File: config.mk
export PLATFORM = sky130hd
export DESIGN_NAME = uart_rx_parity
export DESIGN_NICKNAME = d
export VERILOG_FILES = /design/src/rtl/uart_pkg.sv /design/src/rtl/uart_os_tick_gen.sv /design/src/rtl/uart_rx_parity.sv
export SDC_FILE = /design/constraint.sdc
export NUM_CORES = 1
export LEC_CHECK = 0
export CAP_MARGIN = 25
export CORE_ASPECT_RATIO = 1.5
export CORE_MARGIN = 4
export CORE_UTILIZATION = 61
export DETAILED_ROUTE_END_ITERATION = 16
export GPL_ROUTABILITY_DRIVEN = 0
export PLACE_DENSITY = 0.84
export SETUP_SLACK_MARGIN = 0.4
export SYNTH_ARGS = -nofsm -noshare
export SYNTH_HDL_FRONTEND = slang
export SYNTH_SLANG_ARGS = --single-unit
File: constraint.sdc
create_clock -name clk -period 5.08 [get_ports clk]
set_input_delay 0.508 -clock clk [delete_from_list [all_inputs] [get_ports clk]]
set_output_delay 0.508 -clock clk [all_outputs]
set_load 0.05 [all_outputs]
File: src/rtl/uart_pkg.sv
// uart_pkg: shared frame-format constants and receiver state encoding for the UART blocks.
package uart_pkg;
    localparam int OVERSAMPLE_DEF = 16;
    localparam logic START_BIT = 1'b0;
    localparam logic STOP_BIT = 1'b1;
    localparam logic PARITY_ODD = 1'b0;
    typedef enum logic [2:0] {
        IDLE = 3'd0,
        START = 3'd1,
        DATA = 3'd2,
        PARITY = 3'd3,
        STOP = 3'd4,
        WAIT_HIGH = 3'd5
    } rx_state_t;
endpackage

File: src/rtl/uart_os_tick_gen.sv
// uart_os_tick_gen: oversample tick, one pulse every (count+1) clk cycles.
module uart_os_tick_gen (
    input logic clk,
    input logic rst,
    input logic [7:0] count,
    output logic tick
);
    logic [7:0] cnt;
    logic [7:0] lim;
    assign tick = cnt == lim;
    // The divisor is latched only at wrap so a mid-period change never stretches a period.
    always_ff @(posedge clk or posedge rst) begin
        if (rst) begin
            cnt <= '0;
            lim <= '0;
        end else if (tick) begin
            cnt <= '0;
            lim <= count;
        end else begin
            cnt <= cnt + 8'd1;
        end
    end
endmodule

File: src/rtl/uart_rx_parity.sv
// uart_rx_parity: 8E1 UART receiver, centre-sampled at OVERSAMPLE x baud, with parity and framing flags.
module uart_rx_parity
    import uart_pkg::*;
#(
    parameter int OVERSAMPLE = OVERSAMPLE_DEF,
    parameter int DATA_BITS = 8,
    parameter int SYNC_STAGES = 2
) (
    input logic clk,
    input logic rst,
    input logic [7:0] count,
    input logic serial_in,
    output logic rx_dv,
    output logic [DATA_BITS-1:0] rx_byte,
    output logic parity_err,
    output logic frame_err,
    output logic rx_active
);
    logic tick;
    logic [SYNC_STAGES-1:0] sync;
    logic rx_s;
    rx_state_t state;
    logic [3:0] os_cnt;
    logic [2:0] bit_idx;
    logic [DATA_BITS-1:0] shift;
    logic par_bit;
    logic half;
    logic mid;

    uart_os_tick_gen u_tick (
        .clk(clk),
        .rst(rst),
        .count(count),
        .tick(tick)
    );

    assign rx_s = sync[SYNC_STAGES-1];
    assign half = tick && os_cnt == 4'(OVERSAMPLE / 2 - 1);
    assign mid = tick && os_cnt == 4'(OVERSAMPLE - 1);

    always_ff @(posedge clk or posedge rst) begin
        if (rst) sync <= '1;
        else sync <= {sync[SYNC_STAGES-2:0], serial_in};
    end

    always_ff @(posedge clk or posedge rst) begin
        if (rst) begin
            state <= IDLE;
            os_cnt <= '0;
            bit_idx <= '0;
            shift <= '0;
            par_bit <= 1'b0;
            rx_dv <= 1'b0;
            rx_byte <= '0;
            parity_err <= 1'b0;
            frame_err <= 1'b0;
            rx_active <= 1'b0;
        end else begin
            rx_dv <= 1'b0;
            if (tick) os_cnt <= os_cnt + 4'd1;
            case (state)
                IDLE: begin
                    if (rx_s == START_BIT) begin
                        os_cnt <= '0;
                        rx_active <= 1'b1;
                        state <= START;
                    end
                end
                START: begin
                    if (half) begin
                        os_cnt <= '0;
                        bit_idx <= '0;
                        rx_active <= rx_s == START_BIT;
                        state <= rx_s == START_BIT ? DATA : IDLE;
                    end
                end
                DATA: begin
                    if (mid) begin
                        os_cnt <= '0;
                        shift[bit_idx] <= rx_s;
                        bit_idx <= bit_idx + 3'd1;
                        if (bit_idx == 3'(DATA_BITS - 1)) state <= PARITY;
                    end
                end
                PARITY: begin
                    if (mid) begin
                        os_cnt <= '0;
                        par_bit <= rx_s;
                        state <= STOP;
                    end
                end
                STOP: begin
                    if (mid) begin
                        os_cnt <= '0;
                        rx_dv <= 1'b1;
                        rx_byte <= shift;
                        parity_err <= (^shift) ^ par_bit ^ PARITY_ODD;
                        frame_err <= rx_s != STOP_BIT;
                        rx_active <= 1'b0;
                        state <= rx_s == STOP_BIT ? IDLE : WAIT_HIGH;
                    end
                end
                WAIT_HIGH: begin
                    if (rx_s == STOP_BIT) state <= IDLE;
                end
                default: state <= IDLE;
            endcase
        end
    end
endmodule

== After elaboration in Yosys (flattened, before gate mapping) ==
Cells that the tools add are included.
Cells by class
  add/subtract/negate cells: 3
  order comparisons: 2
  equality and inequality tests: 16
  mux-type cells: 28
  bitwise gates (word level): 2
  reduce and logical (&&, ||, !) cells: 14
Operators by type and width (count)
  $mux 3: 10
  $pmux 3 s6: 1
  $mux 4: 4
  $ne 2x2->1 const B: 7
  $pmux 4 s3: 1
  $eq 3x3->1 const B: 3
  $add 8x1->8 const B: 1
  $bwmux 8: 1
  $eq 8x8->1: 1
  $mux 8: 1
  $reduce_xor 8->1: 1
  $reduce_and 7->1: 1
  $eq 3x2->1 const B: 2
  $mux 1: 6
  $pmux 3 s2: 1
  $reduce_and 2->1: 3
  $add 4x1->4 const B: 1
  $eq 4x3->1 const B: 1
  $eq 4x4->1 const B: 1
  $lt 3x4->1 const B: 1
  $reduce_and 4->1: 1
  $add 3x1->3 const B: 1
  $demux 1 s3: 1
  $eq 3x1->1 const B: 1
  11 further kinds: 13
Storage, ports and cells
  flip-flop bits (word level): 49
  bits of input ports: 11
  output and inout bits: 12
  logic and storage cells: 78

== Logic depth before layout (Yosys ltp) ==
Gate-level depths: netlist of run 1.
  depth after elaboration: 5
  mapped depth: 7
  depth with buffers taken out: 6

== By module ==
Synthesis of run 1 repeated with hierarchy kept, for this count alone.
Second synthesis, totals
  cell total of the unflattened synthesis: 199
  area total of the unflattened synthesis: 2401.1 µm²
By module, submodules not included
  uart_rx_parity: instances 1, cells an instance 141, area each 1667.8 µm², sequential area each 828.3 µm²
  uart_os_tick_gen: instances 1, cells an instance 58, area each 733.2 µm², sequential area each 400.4 µm²

== Worst setup path before layout of run 1 ==
No wires, ideal clock.
  path kind: register to register
  start: register u_tick.cnt[4]
  end: register shift[1]
  setup time: 0.125 ns
  arrival: 1.958 ns
  required time: 4.955 ns
  slack: 2.997 ns
  cell stages (with the launch flop): 7
  buffers on the path: 1
  period minus slack after synthesis: 2.083 ns
  cell sequence: dfrtp_1 > xor2_1 > nor4_4 > nand4_4 > buf_6 > nor4_1 > mux2_2
Between the ends
  word-level cells in the longest chain between the ends: 3
Ends and longest elaborated chain
  start: declaration: RTL line uart_os_tick_gen.sv:8  | logic [7:0] cnt;
  start signal: assignment: RTL line uart_os_tick_gen.sv:20  | cnt <= cnt + 8'd1;
  $eq 8x8->1: RTL line uart_os_tick_gen.sv:10  | assign tick = cnt == lim;
  $logic_and 1x1->1: RTL line uart_rx_parity.sv:39  | assign mid = tick && os_cnt == 4'(OVERSAMPLE - 1);
  $reduce_and 2->1 (no line)
  end signal: indexed assignment: RTL line uart_rx_parity.sv:80  | shift[bit_idx] <= rx_s;
  end: declaration: RTL line uart_rx_parity.sv:25  | logic [DATA_BITS-1:0] shift;
No other way between the ends.
A chain may end at the register's enable or synchronous reset.

== Final worst setup path of run 1 ==
  start: register u_tick.cnt[3]
  end: register rx_byte[2]
Between the ends
  word-level cells in the longest chain between the ends: 3
Ends and longest elaborated chain
  $eq 8x8->1: RTL line uart_os_tick_gen.sv:10
  $logic_and 1x1->1: RTL line uart_rx_parity.sv:39
  $reduce_and 2->1 (no line)
  end signal: assignment: RTL line uart_rx_parity.sv:96  | rx_byte <= shift;
  end: declaration: RTL line uart_rx_parity.sv:14  | output logic [DATA_BITS-1:0] rx_byte,
No other way between the ends.

==> run_results.csv, run 1 <==
group,metric,value,unit
global_routing,grt.met2_usage,35.3,%
route,first_pass_iters,4,
timing,setup_viol,0,
synthesis,synth-seq-cells,49,
route,dr_total_vias,1748,
die,core,0.00378,mm2
power_and_ir_drop,vdd_ir_drop_max,0.229,mV
worst_setup_path,slowest_delay,0.49,ns
global_routing,grt_first_pass_wirelength,7730,um
clocking,clock_path_buffers,2,
synthesis,ys.flop_type,"dfrtp_1",
finish,final_nets,264,
die,rows,27,
synthesis,ys_warn_count,0,
global_routing,gr-usage-met1,21.6,%
power_and_ir_drop,p_sw_share,20.9,%
global_routing,use_met3,3.16,%
timing,final.setup.tns,0,ns
die,ios,23,
clocking,htree_levels,2,
power_and_ir_drop,p_sw,145,uW
synthesis,yosysUniqueCellTypes,43,
clocking,root_buffer,"clkbuf_8",
status,status,"finished clean",
worst_setup_path,path_delay_family,"simple AND/OR/NAND/NOR gates",
clocking,cts_setup_buffers,0,
synthesis,ys_top_cells_by_area,"dfrtp_1 48%, mux2_2 9.2%, xor2_1 5.0%, nand2_1 4.8%, xnor2_1 3.2%",
worst_hold_path,worstHoldStart,"sync[0]$_DFF_PP1_",
timing,fin_hold_ws,0.360,ns
worst_setup_path,crit_fanout,15,
synthesis,synth_edf_count,0,
timing,rsz0062_at_grt,"false",
clocking,cts_inserted_buffers,5,
power_and_ir_drop,seqPwrFrac,56.8,%
power_and_ir_drop,comb_power_share,2.6,%
route,drcViolationCount,0,
clocking,cts.sinks,49,
clocking,cts_tree,"built",
finish,drive_above_1_share,14.8,%
timing,relSlewSlack,40.8,%
timing,final_max_slew_viol_count,0,
die,start_util,64.6,%
power_and_ir_drop,p_per_area,246,mW/mm2
synthesis,yosys.area.top_type_share,48.1,%
route,wl_per_cell,15.2,um
clocking,clkLatencyLatePin,0.31,ns
synthesis,synth_area,0.00245,mm2
finish,fill_cells,272,
global_routing,grt_pass1_vias,1744,
worst_setup_path,startpoint_type,"flop",
global_routing,top_usage_layer,"met2",
route,ant_nets,0,
synthesis,syn_area_per_cell,10.7,um2
power_and_ir_drop,clockPowerShare,40.6,%
timing,fmax,407,MHz
die,die_w,59.7,um
timing,period_share,48.4,%
synthesis,synth_seq_area_share,50.2,%
synthesis,synth_top_cells_by_count,"47 x dfrtp_1, 31 x nand2_1, 20 x mux2_2, 17 x nor2_1, 14 x xor2_1",
power_and_ir_drop,p_int,548,uW
place,place_hpwl,3100,um
place,portBuffers,22,
timing,fin_crit,2.46,ns
finish,syn_to_final_growth,15.0,%
worst_setup_path,crit_chain,"xor2_1 > nor4_4 > nand4_4 > nor2_2 > mux2_2",
synthesis,synth_most_common_cell,"dfrtp_1",
worst_setup_path,crit_buf_inv,0,
worst_setup_path,end_kind,"flop",
global_routing,overflow,0,
run,max-cap-violations,0,
worst_setup_path,critical_path_class,"flop to flop",
clocking,clk_pin_slew,0.10,ns
synthesis,syn_inst,229,
global_routing,grt_max_degree,50,
synthesis,async_flop_share,100,%
clocking,post_cts_resized,0,
route,drt_iter0_drc,68,
worst_setup_path,arrival,2.65,ns
worst_hold_path,hold_path.class,"flop to flop",
synthesis,synth_top_area_cell,"dfrtp_1",
power_and_ir_drop,p_leak,1.20,nW
worst_setup_path,cpMaxStageDelayCell,"nor4_4",
die,dieHeight,85.6,um
die,die_area,0.00511,mm2
synthesis,syn-num-nets,244,
timing,hold_viol_final,0,
timing,skew,0.0139,ns
global_routing,antenna_found_initial,0,
global_routing,grt_use_total,19.6,%
worst_setup_path,startpoint,"u_tick.cnt[3]$_DFF_PP0_",
route,drt_wl_total,4460,um
worst_setup_path,required,5.27,ns
finish,num_antenna_cells,0,
timing,tightestPinTransition,0.881,ns
route,via_per_inst,5.97,
worst_setup_path,rr_startpoint,"u_tick.cnt[3]$_DFF_PP0_",
clocking,holdBufCountCts,0,
[kinds of logic after synthesis]
logic type / Yosys count / share of synthesized area (%)
AOI/OAI and AO/OA: 25 / 6.75
xor gates and xnor gates: 23 / 8.24
adders and majority gates: 4 / 2.05
buffers and inverters: 16 / 2.92
DFF: 49 / 50.2
muxes: 24 / 10.8
and+or+nand+nor: 88 / 19.0
[final cells by class]
cell class              count  area [um2]  share of cell area, %
repair buffers             23         248                   8.80
flip-flops and latches     49        1230                   43.7
multi-input cells         164        1150                   40.7
clock buffers               5        68.8                   2.45
well taps                  43        53.8                   1.91
clock inverters             3        46.3                   1.65
inverters                   6        22.5                  0.800
[metal layers]
metal / up-vias / routed length (um)
met5: - / 0
met3: 11 / 120
met4: 0 / 124
met2: 41 / 2490
met1: 854 / 1720
li1: 842 / -
[cell usage in the layout, fill, tap and decap left out, types with 8 or more instances in the layout]
cell / instances
xor2_1: 14
nand3_1: 10
nand2_1: 31
nor4_1: 8
xnor2_1: 9
dfrtp_1: 47
mux2_2: 20
nor2_1: 17
clkdlybuf4s50_1: 22
[per-stage QoR]
| step | total power, mW | utilization, % | instances | cell area [um2] | setup slack (ns) |
|---|---|---|---|---|---|
| floorplan | 0.407 | - | 229 | 2450 | 3.00 |
| global placement | 0.417 | 70.6 | 284 | 2670 | 2.69 |
| detailed placement | 0.417 | 70.6 | 284 | 2670 | 2.65 |
| CTS | 0.695 | 73.6 | 292 | 2790 | 2.61 |
| global route | 0.714 | 74.4 | 293 | 2810 | 2.48 |
| finish | 0.693 | 74.4 | 293 | 2810 | 2.62 |
[path summary, 6_finish.rpt]
| check | endpoint | slack [ns] | cells after the start |
|---|---|---|---|
| worst max register to register | rx_byte[2]$_DFFE_PP0P_ | 2.62 | 5 |
| max in group asynchronous | sync[1]$_DFF_PP1_ | 3.92 | 3 |
| min in group asynchronous | rx_byte[7]$_DFFE_PP0P_ | 0.56 | 2 |
| worst min register to register | sync[1]$_DFF_PP1_ | 0.36 | 0 |
| worst min-delay path | sync[1]$_DFF_PP1_ | 0.36 | 0 |
| worst max-delay path | rx_byte[2]$_DFFE_PP0P_ | 2.62 | 5 |
[power by group through the flow]
stage | logic (mW) | clock network [mW] | registers, mW
after floorplan | 0.00810 | 0 | 0.399
after global placement | 0.0161 | 0 | 0.401
after detailed placement | 0.0162 | 0 | 0.401
after CTS | 0.0163 | 0.285 | 0.393
after global routing | 0.0207 | 0.300 | 0.394
final | 0.0181 | 0.281 | 0.394
[registers in the layout, summed over array words and instances, names as in the netlist]
signal,cells
rx_dv,1
state,3
u_tick.lim,8
sync,2
par_bit,1
frame_err,1
rx_byte,8
shift,8
rx_active,1
u_tick.cnt,8
bit_idx,3
parity_err,1
os_cnt,4
(Power assumes the default switching activity.)
==> inputs of run 2 (changes only) <==
--- a/config.mk
+++ b/config.mk
@@ -8,10 +8,10 @@
 export CAP_MARGIN = 25
 export CORE_ASPECT_RATIO = 1.5
 export CORE_MARGIN = 4
-export CORE_UTILIZATION = 61
+export CORE_UTILIZATION = 57
 export DETAILED_ROUTE_END_ITERATION = 16
 export GPL_ROUTABILITY_DRIVEN = 0
-export PLACE_DENSITY = 0.84
+export PLACE_DENSITY = 0.79
 export SETUP_SLACK_MARGIN = 0.4
 export SYNTH_ARGS = -nofsm -noshare
 export SYNTH_HDL_FRONTEND = slang
==> constraint.sdc (replaced) <==
create_clock -name clk -period 2.3 [get_ports clk]
set_input_delay 0.23 -clock clk [delete_from_list [all_inputs] [get_ports clk]]
set_output_delay 0.23 -clock clk [all_outputs]
set_load 0.05 [all_outputs]
==> run_results.csv, run 2 (synthesis gave the netlist of run 1 again) <==
group,metric,value,unit
finish,fill_cells,218,
worst_setup_path,crit_buf_inv,2,
power_and_ir_drop,p_int,1.21,mW
timing,setup_viol,0,
timing,final_max_slew_viol_count,0,
worst_setup_path,cpMaxStageDelayCell,"dfrtp_1",
timing,relSlewSlack,64.1,%
worst_setup_path,end_kind,"flop",
power_and_ir_drop,vdd_ir_drop_max,0.604,mV
route,wl_per_cell,18.3,um
clocking,root_buffer,"clkbuf_8",
power_and_ir_drop,p_per_area,465,mW/mm2
timing,fin_crit,2.17,ns
timing,period_share,94.1,%
finish,final_common_cell,"dfrtp_1",
worst_hold_path,hold_path.class,"input port to asynchronous set/reset pin",
worst_setup_path,crit_chain,"xor2_2 > nor4_4 > buf_4 > nand4_4 > buf_6 > nor4_4 > mux2_4",
finish,fin_util,81.8,%
clocking,cts_inserted_buffers,5,
timing,hold_viol_final,0,
place,portBuffers,22,
route,dr_total_vias,1910,
place,place_hpwl,3270,um
finish,syn_to_final_growth,34.8,%
die,core,0.00403,mm2
global_routing,grt_use_total,21.9,%
finish,drive_above_1_share,32.6,%
worst_setup_path,path_delay_family,"simple AND/OR/NAND/NOR gates",
timing,fmax,462,MHz
power_and_ir_drop,p_sw,325,uW
route,via_per_inst,5.95,
route,ant_nets,0,
power_and_ir_drop,p_leak,1.42,nW
route,drt_iter0_drc,46,
timing,skew,0.00773,ns
global_routing,antenna_found_initial,0,
clocking,cts_tree,"built",
finish,final_nets,290,
timing,tightestPinTransition,0.538,ns
worst_setup_path,arrival,2.36,ns
clocking,cts.sinks,49,
worst_setup_path,slowest_delay,0.44,ns
finish,multi_input_area,0.00138,mm2
route,drcViolationCount,0,
worst_setup_path,crit_fanout,6,
global_routing,grt_first_pass_wirelength,8860,um
clocking,clkLatencyLatePin,0.31,ns
finish,seq_area,0.00123,mm2
global_routing,grt_max_degree,27,
die,start_util,60.7,%
die,ios,23,
clocking,htree_levels,2,
die,die_w,61.5,um
worst_setup_path,required,2.50,ns
clocking,holdBufCountCts,0,
clocking,clock_path_buffers,2,
route,first_pass_iters,5,
finish,final_cell_mix,"43 x dfrtp_1, 30 x nand2_1, 22 x clkdlybuf4s50_1, 15 x nor2_1, 15 x buf_4",
status,status,"finished clean",
worst_setup_path,critical_path_class,"flop to flop",
finish,num_antenna_cells,0,
die,dieHeight,88.2,um
worst_setup_path,cpMostUsedCell,"nor4_4",
power_and_ir_drop,clockPowerShare,40.8,%
global_routing,overflow,0,
global_routing,grt_pass1_vias,1920,
run,max-cap-violations,0,
timing,final.setup.tns,0,ns
power_and_ir_drop,p_sw_share,21.2,%
die,die_area,0.00542,mm2
power_and_ir_drop,comb_power_share,2.5,%
clocking,clk_pin_slew,0.10,ns
timing,rsz0062_at_grt,"true",
power_and_ir_drop,seqPwrFrac,56.7,%
die,rows,28,
route,drt_wl_total,5860,um
worst_setup_path,startpoint_type,"flop",
==> run 2: cell types whose count changed in the layout (fill, tap and decap cells not counted), sizes merged <==
cell and delta:
buf +24, clkbuf +1, nand4 +1
==> run 2: worst paths after layout <==
check | startpoint | cells past startpoint | end | slack, ns
max | u_tick.lim[4]$_DFFE_PP0N_ | 7 | shift[2]$_DFFE_PP0P_ | 0.13
min reg2reg | sync[0]$_DFF_PP1_ | 0 | sync[1]$_DFF_PP1_ | 0.36
min in group clk | serial_in | 1 | sync[0]$_DFF_PP1_ | 0.32
max in group asynchronous | rst | 3 | sync[1]$_DFF_PP1_ | 1.38
max reg2reg | u_tick.lim[4]$_DFFE_PP0N_ | 7 | shift[2]$_DFFE_PP0P_ | 0.13
min | rst | 2 | rx_byte[4]$_DFFE_PP0P_ | 0.28
==> run 2: per-stage QoR <==
step | worst slack [ns] | std cells | power, mW | cell area (um2) | hold WS, ns
6_report | 0.135 | 321 | 1.53 | 3300 | 0.279
5_1_grt | 0.0637 | 321 | 1.59 | 3300 | 0.312
4_1_cts | 0.252 | 311 | 1.54 | 3050 | 0.299
3_5_place_dp | 0.111 | 294 | 0.925 | 2780 | 0.348
3_3_place_gp | 0.201 | 294 | 0.924 | 2780 | 0.346
2_1_floorplan | 0.301 | 229 | 0.899 | 2490 | 0.234
==> run 2: layout make-up <==
type                    instances  area share (%)
multi-input cells             165            41.8
clock buffers                   5            2.09
repair buffers                 48            14.9
inverters                       6           0.683
well taps                      45            1.71
flip-flops and latches         49            37.4
clock inverters                 3            1.40
==> run 2: routing by layer <==
layer  part of all wire (%)  track usage, %
met1                     37            25.2
met2                     57            38.8
met3                    3.2            4.38
met4                    2.2            8.11
met5                      0               0
==> run 2: worst register-to-register path: stages, from the launching register on <==
cell and delay [ns]:
dfrtp_1 0.44, xor2_2 0.21, nor4_4 0.27, buf_4 0.19, nand4_4 0.22, buf_6 0.20
nor4_4 0.18, mux2_4 0.34
==> run 2: what timing repair did <==
| action | in CTS | in global routing |
|---|---|---|
| resized for setup | 13 | 33 |
| setup endpoints to repair | 36 | 38 |
| buffers inserted | 8 | 9 |
| gates cloned | 1 | 1 |
| pin swaps | 5 | 9 |
==> run 2: power by group through the flow <==
stage	Clock (mW)	Combinational (mW)	Sequential (mW)
after CTS	0.628	0.0388	0.869
after global placement	0	0.0381	0.886
final	0.625	0.0378	0.870
after global routing	0.680	0.0425	0.871
after floorplan	0	0.0179	0.881
after detailed placement	0	0.0388	0.886
==> edit 1: new RTL, config.mk and constraints of run 1 <==
Set the parameter `DATA_BITS` to 9 (it was 8).
--- a/src/rtl/uart_rx_parity.sv
+++ b/src/rtl/uart_rx_parity.sv
@@ -3,7 +3,7 @@
     import uart_pkg::*;
 #(
     parameter int OVERSAMPLE = OVERSAMPLE_DEF,
-    parameter int DATA_BITS = 8,
+    parameter int DATA_BITS = 9,
     parameter int SYNC_STAGES = 2
 ) (
     input logic clk,
Ports: changed (resized rx_byte); port bits go from 23 to 24. No check against the original RTL was run, so the function may have changed too.
==> edit 1 against run 1 <==
  * Sequential cell count did not move
  * Final area fell by 2.4%
  * Wire length fell by 6.5%
  * Worst hold slack got worse by 0.0014 ns
  * Largest cell class unchanged
  * Synthesized area fell by 2.7%
  * First-iteration DRC count fell by 38%
  * Setup slack improved by 0.25 ns
  * Critical path type unchanged
Power is not compared: it rests on default switching activity, and its combinational part moved more than twofold at a synthesized area within 25%.
==> edit 1: results (changes against run 1) <==
* Share of final-layout standard cells stronger than drive strength 1 at 0.201 (+0.0529)
* Root Buffer: clkbuf_8
* Post-synthesis cell type count at 40 (-7.0%)
* Fillers at 248 (-8.8%)
* Post-cts resize count at 0 (unchanged)
* Post-synth EDFFs at 0 (unchanged)
* Detailed-route vias per instance at 5.82 (-2.5%)
* Minimum setup slack after placement at 2.88 ns (+0.225 ns)
* Sum of net half-perimeters after detailed placement at 3.03 mm (-2.0%)
* Net count after synthesis at 225 (-7.8%)
* Share of synthesized area occupied by flip-flops and latches at 0.516 (+0.0137)
* Port buffer count at 22 (unchanged)
* Post-detailed-routing wire length at 4.17 mm (-6.5%)
* Max stage delay on crit path at 0.45 ns (-0.04 ns)
* Post-Place Cell Area at 2630 sq um (-1.7%)
* Fin Clk Skew at 0.00919 ns (-0.00472 ns)
* Cell types with the largest area share after synthesis: dfrtp_1 49%, mux2_2 12%, xnor2_1 7.0%, nor2_1 3.6%, nand2_1 2.7%
* Final layout net count at 248 (-6.1%)
* Clk pin slew, worst setup/hold paths at 0.09 ns
* Worst endpoint data arrival time at 2.40 ns (-0.25 ns)
* Measured slew at the worst slew-check pin at 0.499 ns (-0.381 ns)
* Commonest cells in the netlist: 47 x dfrtp_1, 25 x mux2_2, 23 x nor2_1, 19 x xnor2_1, 17 x nand2_1
* Largest driver fanout on the critical path at 9 (-6)
* Most used flip-flop cell after synthesis: dfrtp_1
* Number of DRC markers in iteration 0 at 42 (-38%)
* Count of inserted antenna diode cells at 0 (unchanged)
* Worst hold path class: register to register
* First-pass GRT wire length at 7.38 mm (-4.6%)
* H-tree depth reported by CTS at 2 (unchanged)
* Largest net degree at the start of global routing at 50 (unchanged)
* Critical path's slowest cell: nor4_4
* First-pass detailed-route iteration total at 4 (unchanged)
* Via count of the first global-routing pass at 1621 (-7.1%)
* Total Routing Usage GR at 0.191 (-0.00544)
* Worst vdd rail ir drop at 0.335 mV
* Inserted Clock Buffers at 5 (unchanged)
* Later-pin clock latency in the skew report at 0.30 ns
* Share of synthesized registers carrying an async set or reset at 1.00 (unchanged)
* Outcome: finished, final reports clean
* Number of antenna violations at the first check in global routing at 0 (unchanged)
## edit 1: per-stage QoR
step | power, mW | instances | hold slack, ns
floorplan | 0.703 | 210 | 0.345
global placement | 0.741 | 268 | 0.346
detailed placement | 0.759 | 268 | 0.347
CTS | 1.01 | 276 | 0.361
global route | 1.06 | 277 | 0.370
finish | 0.998 | 277 | 0.359
## edit 1: cell families after synthesis
| kind of cell | count (synthesis) | share of synthesized area |
|---|---|---|
| compound gates | 17 | 0.0494 |
| xor+xnor | 25 | 0.0951 |
| fa+ha+maj | 4 | 0.0210 |
| buf+inv | 15 | 0.0284 |
| flops | 49 | 0.516 |
| mux | 26 | 0.122 |
| other cells | 1 | 0.00157 |
| simple gates | 73 | 0.166 |
## edit 1: cell type report
type                            instances  area, sq um  share of cell area
Clock buffer                            7         96.3              0.0351
Clock inverter                          1         5.00             0.00182
Inverter                                7         26.3             0.00956
Multi-Input combinational cell        146         1090               0.397
Sequential cell                        49         1230               0.447
Tap cell                               43         53.8              0.0196
Timing Repair Buffer                   24          248              0.0902
## edit 1: final timing paths
path | end | slack [ns] | from | depth (start not counted)
setup / recovery | shift[6] | 2.87 | u_tick.cnt[1] | 6
hold / removal | sync[1] | 0.36 | sync[0] | 0
setup reg to reg | shift[6] | 2.87 | u_tick.cnt[1] | 6
hold reg to reg | sync[1] | 0.36 | sync[0] | 0
max in group asynchronous | sync[0] | 4.18 | rst | 3
min in group asynchronous | rx_byte[4] | 0.39 | rst | 2
## edit 1: power by group
group	switching (mW)	internal, mW
Sequential	0.0720	0.459
Combinational	0.104	0.119
Clock	0.121	0.123
## edit 1: metal layers
metal  vias up  GRT usage  part of all wire
met4         0     0.0763             0.021
met1       802      0.210              0.38
li1        772          -                 -
met2        30      0.349              0.57
met5         -          0                 0
met3         7     0.0323             0.032
## edit 1: worst reg2reg max path, delay by kind of cell, from the launching register on
kind             cells  cell delay (ns)
AND/OR/NAND/NOR      4             1.12
flip-flops           1             0.43
XOR/XNOR             1             0.18
multiplexers         1             0.37
==> edit 2: new RTL, settings of run 1 <==
Without the edit above. Re-encode `rx_state_t` (6 states) as one-hot, 6 bits wide.
--- a/src/rtl/uart_pkg.sv
+++ b/src/rtl/uart_pkg.sv
@@ -4,13 +4,13 @@
     localparam logic START_BIT = 1'b0;
     localparam logic STOP_BIT = 1'b1;
     localparam logic PARITY_ODD = 1'b0;
-    typedef enum logic [2:0] {
-        IDLE = 3'd0,
-        START = 3'd1,
-        DATA = 3'd2,
-        PARITY = 3'd3,
-        STOP = 3'd4,
-        WAIT_HIGH = 3'd5
+    typedef enum logic [5:0] {
+        IDLE = 6'b000001,
+        START = 6'b000010,
+        DATA = 6'b000100,
+        PARITY = 6'b001000,
+        STOP = 6'b010000,
+        WAIT_HIGH = 6'b100000
     } rx_state_t;
 endpackage
 
Formal check against the unedited RTL: no difference found for any inputs over 10 cycles, from zero or initial values and one cycle with rst high; not proved beyond that.
==> edit 2 against run 1 <==
  * Wire length grew 1.7%
  * Setup slack gained 0.020 ns
  * Fmax grew 0.80%
  * Final area grew 3.1%
  * Cell count grew 6.5%
  * Core utilization shrank 1.8 points
  * First-iteration DRC count grew 28%
  * Synthesized area grew 4.1%
  * Sequential cell count grew 3
  * Global-route usage grew 0.11 points
  * Critical path depth grew 1
  * Die area grew 3.7%
  * Critical path type unchanged
  * Largest cell class unchanged
Power is not compared: it rests on default switching activity, and its combinational part moved more than twofold at a synthesized area within 25%.
==> edit 2: results (changes against run 1) <==
* Outcome: finished, final reports clean
* Mean area per synthesized cell at 10.4 sq um (-2.3%)
* Worst Min Path Start: sync[0]
* Share of final-layout standard cells stronger than drive strength 1 at 0.150 (+0.00181)
* Net count after synthesis at 259 (+6.1%)
* Later-pin clock latency in the skew report at 0.31 ns (about the same)
* Worst Reg2Reg Path Length in Cells at 6 (+1)
* Number of DRC markers in iteration 0 at 87 (+28%)
* Compound-cell area share of the yosys netlist at 0.0580 (-0.00956)
* Fin Clk Skew at 0.0120 ns (-0.00191 ns)
* Internal power contribution at 0.588 mW
* H-tree depth reported by CTS at 2 (unchanged)
* Worst hold slack across all endpoints at 0.368 ns (+0.00750 ns)
* Post-Place Cell Area at 2790 sq um (+4.3%)
* Register-to-register setup slack at 2.64 ns (+0.02 ns)
* First-pass detailed-route iteration total at 4 (unchanged)
* Share of synthesized registers carrying an async set or reset at 1.00 (unchanged)
* Synth Area in Adders at 0.0196 (-0.000814)
* First-pass GRT wire length at 7.90 mm (+2.2%)
* Worst hold path class: register to register
* Post-CTS Setup Inserts at 0 (unchanged)
* Final layout net count at 281 (+6.4%)
* Setup TNS after final layout at 0 ns (unchanged)
* Share of the synthesized netlist area taken by xor and xnor gates at 0.0894 (+0.00704)
* Number of antenna violations at the first check in global routing at 0 (unchanged)
* Share of synthesized area occupied by flip-flops and latches at 0.512 (+0.00998)
* Largest net degree at the start of global routing at 53 (+6.0%)
* Share of synthesized area spent on multiplexers at 0.0914 (-0.0171)
* Via count of the first global-routing pass at 1771 (+1.5%)
* Worst vdd rail ir drop at 0.297 mV
* Post-synthesis cell type count at 45 (+4.7%)
* Critical R2R Capture: rx_byte[4]
* Largest driver fanout on the critical path at 11 (-4)
* Reg-to-Reg Start: u_tick.cnt[2]
* Cell types with the largest area share after synthesis: dfrtp_1 48%, mux2_2 8.0%, xnor2_1 5.5%, nand2_1 5.3%, xor2_1 3.4%
* Commonest cells in the netlist: 49 x dfrtp_1, 36 x nand2_1, 22 x nor2_1, 18 x mux2_2, 16 x xnor2_1
* Vias after detailed routing at 1806 (+3.3%)
* Worst hold stages at 0 (unchanged)
* Routed length per placed instance at 14.5 um (-4.5%)
* Dpl cells at 303 (+6.7%)
* Fillers at 299 (+9.9%)
* Startpoint type of the worst setup path: register
* Count of antenna-violating nets left after detailed routing at 0 (unchanged)
* Total Routing Usage GR at 0.197 (+0.00107)
* Count of inserted antenna diode cells at 0 (unchanged)
* Sum of net half-perimeters after detailed placement at 3.30 mm (+6.5%)
* Warnings, synthesis at 0 (unchanged)
* Post-detailed-routing wire length at 4.53 mm (+1.7%)
* Normalized max-slew margin at 0.373 (-0.0343)
* Worst endpoint data arrival time at 2.64 ns (about the same)
edit 2: changes by cell type after synthesis, sizes merged, moves of 3 or more:
cell / delta
and3: +3
nor4: -8
nor3: +8
o31ai: -4
xor2: -4
nand2: +5
xnor2: +7
nor2: +5
nand2b: +5
edit 2: routing by layer:
layer,track usage,share of wire
met4,0.0631,0.015
met2,0.341,0.53
met1,0.239,0.41
met3,0.0430,0.039
met5,0,0
edit 2: worst max-delay path by stage:
| stage | endpoint | slack, ns | depth (start not counted) |
|---|---|---|---|
| 2_1_floorplan | os_cnt[0] | 3.20 | 6 |
| 3_3_place_gp | rx_byte[1] | 2.73 | 6 |
| 3_5_place_dp | rx_byte[1] | 2.59 | 6 |
| 4_1_cts | rx_byte[4] | 2.64 | 6 |
| 5_1_grt | rx_byte[4] | 2.43 | 6 |
| 6_report | rx_byte[4] | 2.64 | 6 |
edit 2: worst max-delay path, stage by stage (launching register included):
cell and delay, ns:
dfrtp_1 0.45, xnor2_1 0.17, nand4_1 0.19, nor2_1 0.19, nand3_1 0.15, nor2_1 0.76
mux2_2 0.41
edit 2: power by group through the flow:
stage                     logic [mW]  clock network (mW)  registers [mW]
after floorplan               0.0920                   0           0.460
after global placement         0.130                   0           0.455
after detailed placement       0.133                   0           0.455
after CTS                      0.134               0.248           0.447
after global routing           0.148               0.269           0.450
final                          0.135               0.243           0.448
edit 2: final cells by class:
cell class / instances / area (sq um) / area share
repair buffers: 24 / 248 / 0.0854
clock inverters: 3 / 26.3 / 0.00906
multi-input cells: 178 / 1180 / 0.406
well taps: 45 / 56.3 / 0.0194
inverters: 5 / 18.8 / 0.00647
clock buffers: 5 / 68.8 / 0.0237
flip-flops and latches: 52 / 1310 / 0.450
